## src/rtl/if_id_if.sv

```systemverilog
// IF->ID pipeline bus: fetch-side inputs and decode-side outputs of the IF/ID register.
// The stage uses the slave modport; the pipeline around it uses master.
interface if_id_if #(
  parameter int INSTR_W = 32,
  parameter int PC_W    = 32
);
  logic [INSTR_W-1:0] instruction_IF;
  logic [PC_W-1:0]    PC_sumado_IF;
  logic               valid_IF;
  logic               ready_IF;
  logic [INSTR_W-1:0] instruction_ID;
  logic [PC_W-1:0]    PC_sumado_ID;
  logic               valid_ID;
  logic               ready_ID;

  modport master (
    output instruction_IF, PC_sumado_IF, valid_IF, ready_ID,
    input  ready_IF, instruction_ID, PC_sumado_ID, valid_ID
  );

  modport slave (
    input  instruction_IF, PC_sumado_IF, valid_IF, ready_ID,
    output ready_IF, instruction_ID, PC_sumado_ID, valid_ID
  );
endinterface

```

## src/rtl/if_id_stage.sv

```systemverilog
// IF/ID pipeline register with a one-entry skid buffer so ready_IF can be a flop.
// Also counts ID stall cycles and flushes that squashed live entries.
module if_id_stage #(
  parameter int                 INSTR_W   = 32,
  parameter int                 PC_W      = 32,
  parameter logic [INSTR_W-1:0] NOP_INSTR = '0,
  parameter int                 CNT_W     = 16
) (
  input  logic             clk,
  input  logic             reset,
  input  logic             flush,
  if_id_if.slave           bus,
  output logic [CNT_W-1:0] stall_count,
  output logic [CNT_W-1:0] flush_count
);

  typedef struct packed {
    logic [INSTR_W-1:0] instr;
    logic [PC_W-1:0]    pc;
  } entry_t;

  localparam logic [CNT_W-1:0] CNT_MAX = '1;

  entry_t           main_q, main_d, skid_q, skid_d, in_entry;
  logic             main_valid_q, main_valid_d;
  logic             skid_valid_q, skid_valid_d;
  logic             ready_q, ready_d;
  logic [CNT_W-1:0] stall_cnt_q, stall_cnt_d;
  logic [CNT_W-1:0] flush_cnt_q, flush_cnt_d;
  logic             accept, consume;

  assign in_entry = '{instr: bus.instruction_IF, pc: bus.PC_sumado_IF};
  assign accept   = bus.valid_IF & ready_q;
  assign consume  = main_valid_q & bus.ready_ID;

  always_comb begin
    // NOTE: every signal gets a hold default before any branch so no path leaves it unassigned (no latch).
    main_d       = main_q;
    main_valid_d = main_valid_q;
    skid_d       = skid_q;
    skid_valid_d = skid_valid_q;
    stall_cnt_d  = stall_cnt_q;
    flush_cnt_d  = flush_cnt_q;

    if (flush) begin
      main_valid_d = 1'b0;
      skid_valid_d = 1'b0;
      if ((main_valid_q || skid_valid_q) && flush_cnt_q != CNT_MAX)
        flush_cnt_d = flush_cnt_q + CNT_W'(1);
    end else begin
      if (consume) begin
        if (skid_valid_q) begin
          main_d       = skid_q;
          skid_valid_d = accept;
          if (accept) skid_d = in_entry;
        end else if (accept) begin
          main_d = in_entry;
        end else begin
          main_valid_d = 1'b0;
        end
      end else if (accept) begin
        // ready_q implies the skid is empty, so a held main spills into skid
        if (main_valid_q) begin
          skid_d       = in_entry;
          skid_valid_d = 1'b1;
        end else begin
          main_d       = in_entry;
          main_valid_d = 1'b1;
        end
      end

      if (main_valid_q && !bus.ready_ID && stall_cnt_q != CNT_MAX)
        stall_cnt_d = stall_cnt_q + CNT_W'(1);
    end

    ready_d = ~skid_valid_d;
  end

  always_ff @(posedge clk) begin
    // NOTE: state is updated with non-blocking assignments so every flop samples pre-edge values.
    if (reset) begin
      main_valid_q <= 1'b0;
      skid_valid_q <= 1'b0;
      ready_q      <= 1'b1;
      stall_cnt_q  <= '0;
      flush_cnt_q  <= '0;
      // NOTE: the data registers are reset too because PC_sumado_ID must read 0 after reset.
      main_q       <= '0;
      skid_q       <= '0;
    end else begin
      main_valid_q <= main_valid_d;
      skid_valid_q <= skid_valid_d;
      ready_q      <= ready_d;
      stall_cnt_q  <= stall_cnt_d;
      flush_cnt_q  <= flush_cnt_d;
      main_q       <= main_d;
      skid_q       <= skid_d;
    end
  end

  assign bus.ready_IF       = ready_q;
  assign bus.valid_ID       = main_valid_q;
  assign bus.instruction_ID = main_valid_q ? main_q.instr : NOP_INSTR;
  assign bus.PC_sumado_ID   = main_q.pc;
  assign stall_count        = stall_cnt_q;
  assign flush_count        = flush_cnt_q;

endmodule
```

## src/flat_wrapper.sv

```systemverilog
// flat-port wrapper written by rule: the top's interface ports become plain ports
module if_id_stage_flat 
#(
  parameter int                 INSTR_W   = 32,
  parameter int                 PC_W      = 32,
  parameter logic [INSTR_W-1:0] NOP_INSTR = '0,
  parameter int                 CNT_W     = 16
)
  (clk, reset, flush, stall_count, flush_count, bus_instruction_IF, bus_PC_sumado_IF, bus_valid_IF, bus_ready_ID, bus_ready_IF, bus_instruction_ID, bus_PC_sumado_ID, bus_valid_ID);
  if_id_if #(.INSTR_W(INSTR_W), .PC_W(PC_W)) bus_i ();
  input  logic clk;
  input  logic reset;
  input  logic flush;
  output logic [CNT_W-1:0] stall_count;
  output logic [CNT_W-1:0] flush_count;
  input wire logic [$bits(bus_i.instruction_IF)-1:0] bus_instruction_IF;
  input wire logic [$bits(bus_i.PC_sumado_IF)-1:0] bus_PC_sumado_IF;
  input wire logic [$bits(bus_i.valid_IF)-1:0] bus_valid_IF;
  input wire logic [$bits(bus_i.ready_ID)-1:0] bus_ready_ID;
  output wire logic [$bits(bus_i.ready_IF)-1:0] bus_ready_IF;
  output wire logic [$bits(bus_i.instruction_ID)-1:0] bus_instruction_ID;
  output wire logic [$bits(bus_i.PC_sumado_ID)-1:0] bus_PC_sumado_ID;
  output wire logic [$bits(bus_i.valid_ID)-1:0] bus_valid_ID;
  assign bus_i.instruction_IF = bus_instruction_IF;
  assign bus_i.PC_sumado_IF = bus_PC_sumado_IF;
  assign bus_i.valid_IF = bus_valid_IF;
  assign bus_i.ready_ID = bus_ready_ID;
  assign bus_ready_IF = bus_i.ready_IF;
  assign bus_instruction_ID = bus_i.instruction_ID;
  assign bus_PC_sumado_ID = bus_i.PC_sumado_ID;
  assign bus_valid_ID = bus_i.valid_ID;
  if_id_stage #(.INSTR_W(INSTR_W), .PC_W(PC_W), .NOP_INSTR(NOP_INSTR), .CNT_W(CNT_W)) u_core (.clk(clk), .reset(reset), .flush(flush), .bus(bus_i), .stall_count(stall_count), .flush_count(flush_count));
endmodule
```

## config.mk

```make
export PLATFORM = sky130hd
export DESIGN_NAME = if_id_stage_flat
export DESIGN_NICKNAME = d
export VERILOG_FILES = /design/src/rtl/if_id_if.sv /design/src/rtl/if_id_stage.sv /design/src/flat_wrapper.sv
export SDC_FILE = /design/constraint.sdc
export NUM_CORES = 1
export LEC_CHECK = 0
export ABC_AREA = 1
export BUFFER_PORTS_ARGS = -buffer_cell sky130_fd_sc_hd__buf_4
export CAP_MARGIN = 40
export CORE_MARGIN = 2
export CORE_UTILIZATION = 50
export DETAILED_ROUTE_END_ITERATION = 16
export PLACE_DENSITY = 0.74
export SETUP_SLACK_MARGIN = 0.3
export SYNTH_ARGS = -nofsm -noshare
export SYNTH_HDL_FRONTEND = slang
export SYNTH_SLANG_ARGS = --single-unit
```

## constraint.sdc

```tcl
create_clock -name clk -period 3.8 [get_ports clk]
set_clock_uncertainty 0.15 [all_clocks]
set_input_delay 0 -clock clk [delete_from_list [all_inputs] [get_ports clk]]
set_output_delay 0 -clock clk [all_outputs]
set_load 0.01 [all_outputs]
```

==> qor.txt <==
total core area: 15,700 um2
# nets final: 1,442
dpl hpwl: 12.3 mm
design area: 10,300 um2
Worst-path clk slew: 60 ps
XOR/XNOR share of the synthesized area: 0.331%
Critical Path AT: 3110 ps
register bit total from synthesis: 163
max-slew violations: 0
Synth Area in Adders: 0.315%
Seq/Total Area, Yosys: 41.1%
WL met1: 9.46 mm
CTS sink count: 163
multiplexer area fraction after synthesis: 0%
critical path type: reg -> reg
crit share post-route: 77.2%
Vert. Die Dim: 130 um
H-tree depth: 4
Hold Fails Final Rpt: 0
clock latency on the worst-skew pair: 430 ps
worst-margin pin slew: 875 ps
Cells after Synth: 1,206
syn_nets: 1,277
drt first pass iters: 5
largest family of logic cells by synthesized area: simple AND/OR/NAND/NOR gates
Routed WL per cell: 12.8 um
Clock Path Buffers: 2
simple-gate portion of the synthesized area: 26.9%
antenna violations before repair: 0
synth cell count leaders: nand2_1, nor2_1, dfxtp_1, inv_1, o21ai_0
final antenna-violating net count: 0
vias in the first global route: 6,843
layout cells sized above 1: 16.6%
largest net degree at the start of global routing: 94
CTS tree: built
CP bufs+invs: 4
WP data required: 3970 ps
post-synth top area cell: dfxtp_1
max incr delay on CP: 590 ps
Crit path max-delay family: buffers and inverters
Site Rows: 46
first-pass GRT wire length: 32.9 mm
Die X: 130 um
Total GRT Usage: 24.1%
Netlist cell types: 27
HP Class: in -> reg
min cycle time layout: 2940 ps
number of I/O port buffers: 166
YS warnings: 0
top fanout value on the critical path: 67
RSZ-0062 raised after global routing: false
post-synthesis async set-or-reset flop share: 0%
achievable frequency: 341 MHz
Post-DP Area: 8960 um2
num ports: 167
DRC: 0
top-area cell type share of the netlist area: 41.1%
PwrDens: 376 nW/um2
Layout area overhead: 29.7%
Slew headroom: 41.5%
Synth Flop Type: dfxtp_1
top layer in use: met4
number of synthesized flops with an enable pin: 0
DRT iter0 DRCs: 589
postcts setup bufs: 0
via/cell ratio: 4.96
Critical Path Source Type: flop
met3 wire len: 1.07 mm
outcome: finished, final reports clean
MaxCap Viol Count: 0
Initial Util: 50.5%
Crit. End Element: flop
crit path cell chain: buf_4 > inv_2 > a21oi_2 > nand2_2 > buf_4 > o21ai_0 > dlygate4sd3_1 > nor2_1
leakage: 4.77 nW
mapped cell area: 7940 um2
met2 routed WL: 9.61 mm
crit-path most repeated cell: buf_4
Routed WL: 20.5 mm
peak supply drop: 324 uV
CP max stage cell: dlygate4sd3_1
gr ovfl total: 0
RePlAce Congestion: 0.822
root cell of the clock tree: clkbuf_16
ranking of synthesized cells by area: dfxtp_1, nand2_1, nor2_1
die area: 16,900 um2
worst hold slack: 237 ps
area fraction in compound gates after synthesis: 17.3%
Vias: 7,943
# setup viols final: 0
most frequent cell after synthesis: nand2_1
CTS Buf Count: 17
total negative setup slack: 0 ps
syn_area_per_cell: 6.59 um2
==> repair_timing <==
action                                 in CTS  in global routing
endpoints found under the hold margin     147                  0
hold buffers                               77                  0
gates resized for setup                     0                  0
==> power by group <==
part | total [W] | internal [W] | switching, W
Combinational | 0.000438 | 0.000210 | 0.000228
Clock | 0.00164 | 0.000935 | 0.000708
Sequential | 0.00179 | 0.00176 | 0.0000302
==> per-layer routing <==
metal,vias up,GRT usage [%]
li1,4115,-
met1,3569,32.9
met2,229,38.1
met3,30,4.84
met4,0,8.29
met5,-,0
==> metrics by stage <==
step                      cells  util [%]  setup slack (ps)  total power [W]
after detailed placement   1491      57.0              1400          0.00220
final                      1601      65.6               865          0.00387
after global routing       1600      65.5               661          0.00402
after CTS                  1600      65.5               959          0.00390
after global placement     1489      56.7              1450          0.00219
after floorplan            1206         -              2120          0.00207
==> flip-flops by register name (all words and copies together) (netlist names) <==
name and cells:
u_core.skid_q 64, u_core.bus.PC_sumado_ID 32, u_core.main_q 32, u_core.flush_count 16, u_core.stall_count 16, u_core.bus.ready_IF 1
u_core.bus.valid_ID 1, u_core.skid_valid_q 1
==> layout make-up <==
| class | count | area (um2) |
|---|---|---|
| Fill cell | 1441 | 5410 |
| Tap cell | 216 | 270 |
| Inverter | 130 | 490 |
| Timing Repair Buffer | 254 | 2130 |
| Clock buffer | 20 | 457 |
| Multi-Input combinational cell | 805 | 3580 |
| Clock inverter | 12 | 108 |
| Antenna cell | 1 | 2.50 |
| Sequential cell | 163 | 3260 |
==> worst paths after layout <==
path / from / to / slack (ps) / depth (start not counted)
setup / recovery: u_core.skid_valid_q / u_core.skid_q[4] / 860 / 8
hold / removal: bus_PC_sumado_IF[10] / u_core.skid_q[10] / 240 / 4
setup reg to reg: u_core.skid_valid_q / u_core.skid_q[4] / 860 / 8
hold reg to reg: u_core.skid_q[43] / u_core.skid_q[43] / 300 / 2
==> placed cells by master (no fill, tap or decap), types with 3 or more instances in the layout <==
cell,netlist,routed
dlygate4sd3_1,0,77
clkinvlp_4,0,3
clkinv_2,0,4
nand4_1,6,6
nor2_1,207,207
clkbuf_16,0,17
nor2_2,3,3
buf_4,34,175
xor2_1,3,3
o21ai_2,3,3
inv_1,125,124
a21oi_1,106,106
o21ai_0,123,123
nand2_2,5,4
o21ai_1,37,36
nand2_1,231,231
nand3_1,72,72
clkinv_4,0,3
dfxtp_1,163,162
inv_2,4,5
==> worst register-to-register path: cells and delay by family (launching register included) <==
| family | cells | cell delay [ps] |
|---|---|---|
| and+or+nand+nor | 2 | 400 |
| DFF | 1 | 300 |
| AOI/OAI and AO/OA | 2 | 470 |
| buffers and inverters | 4 | 1520 |
==> cell families after synthesis <==
| kind of cell | count (synthesis) |
|---|---|
| and+or+nand+nor | 529 |
| AOI/OAI and AO/OA | 271 |
| buffers and inverters | 238 |
| DFF | 163 |
| xor gates and xnor gates | 3 |
| adders and majority gates | 2 |
Power figures use the tool's default switching activity.
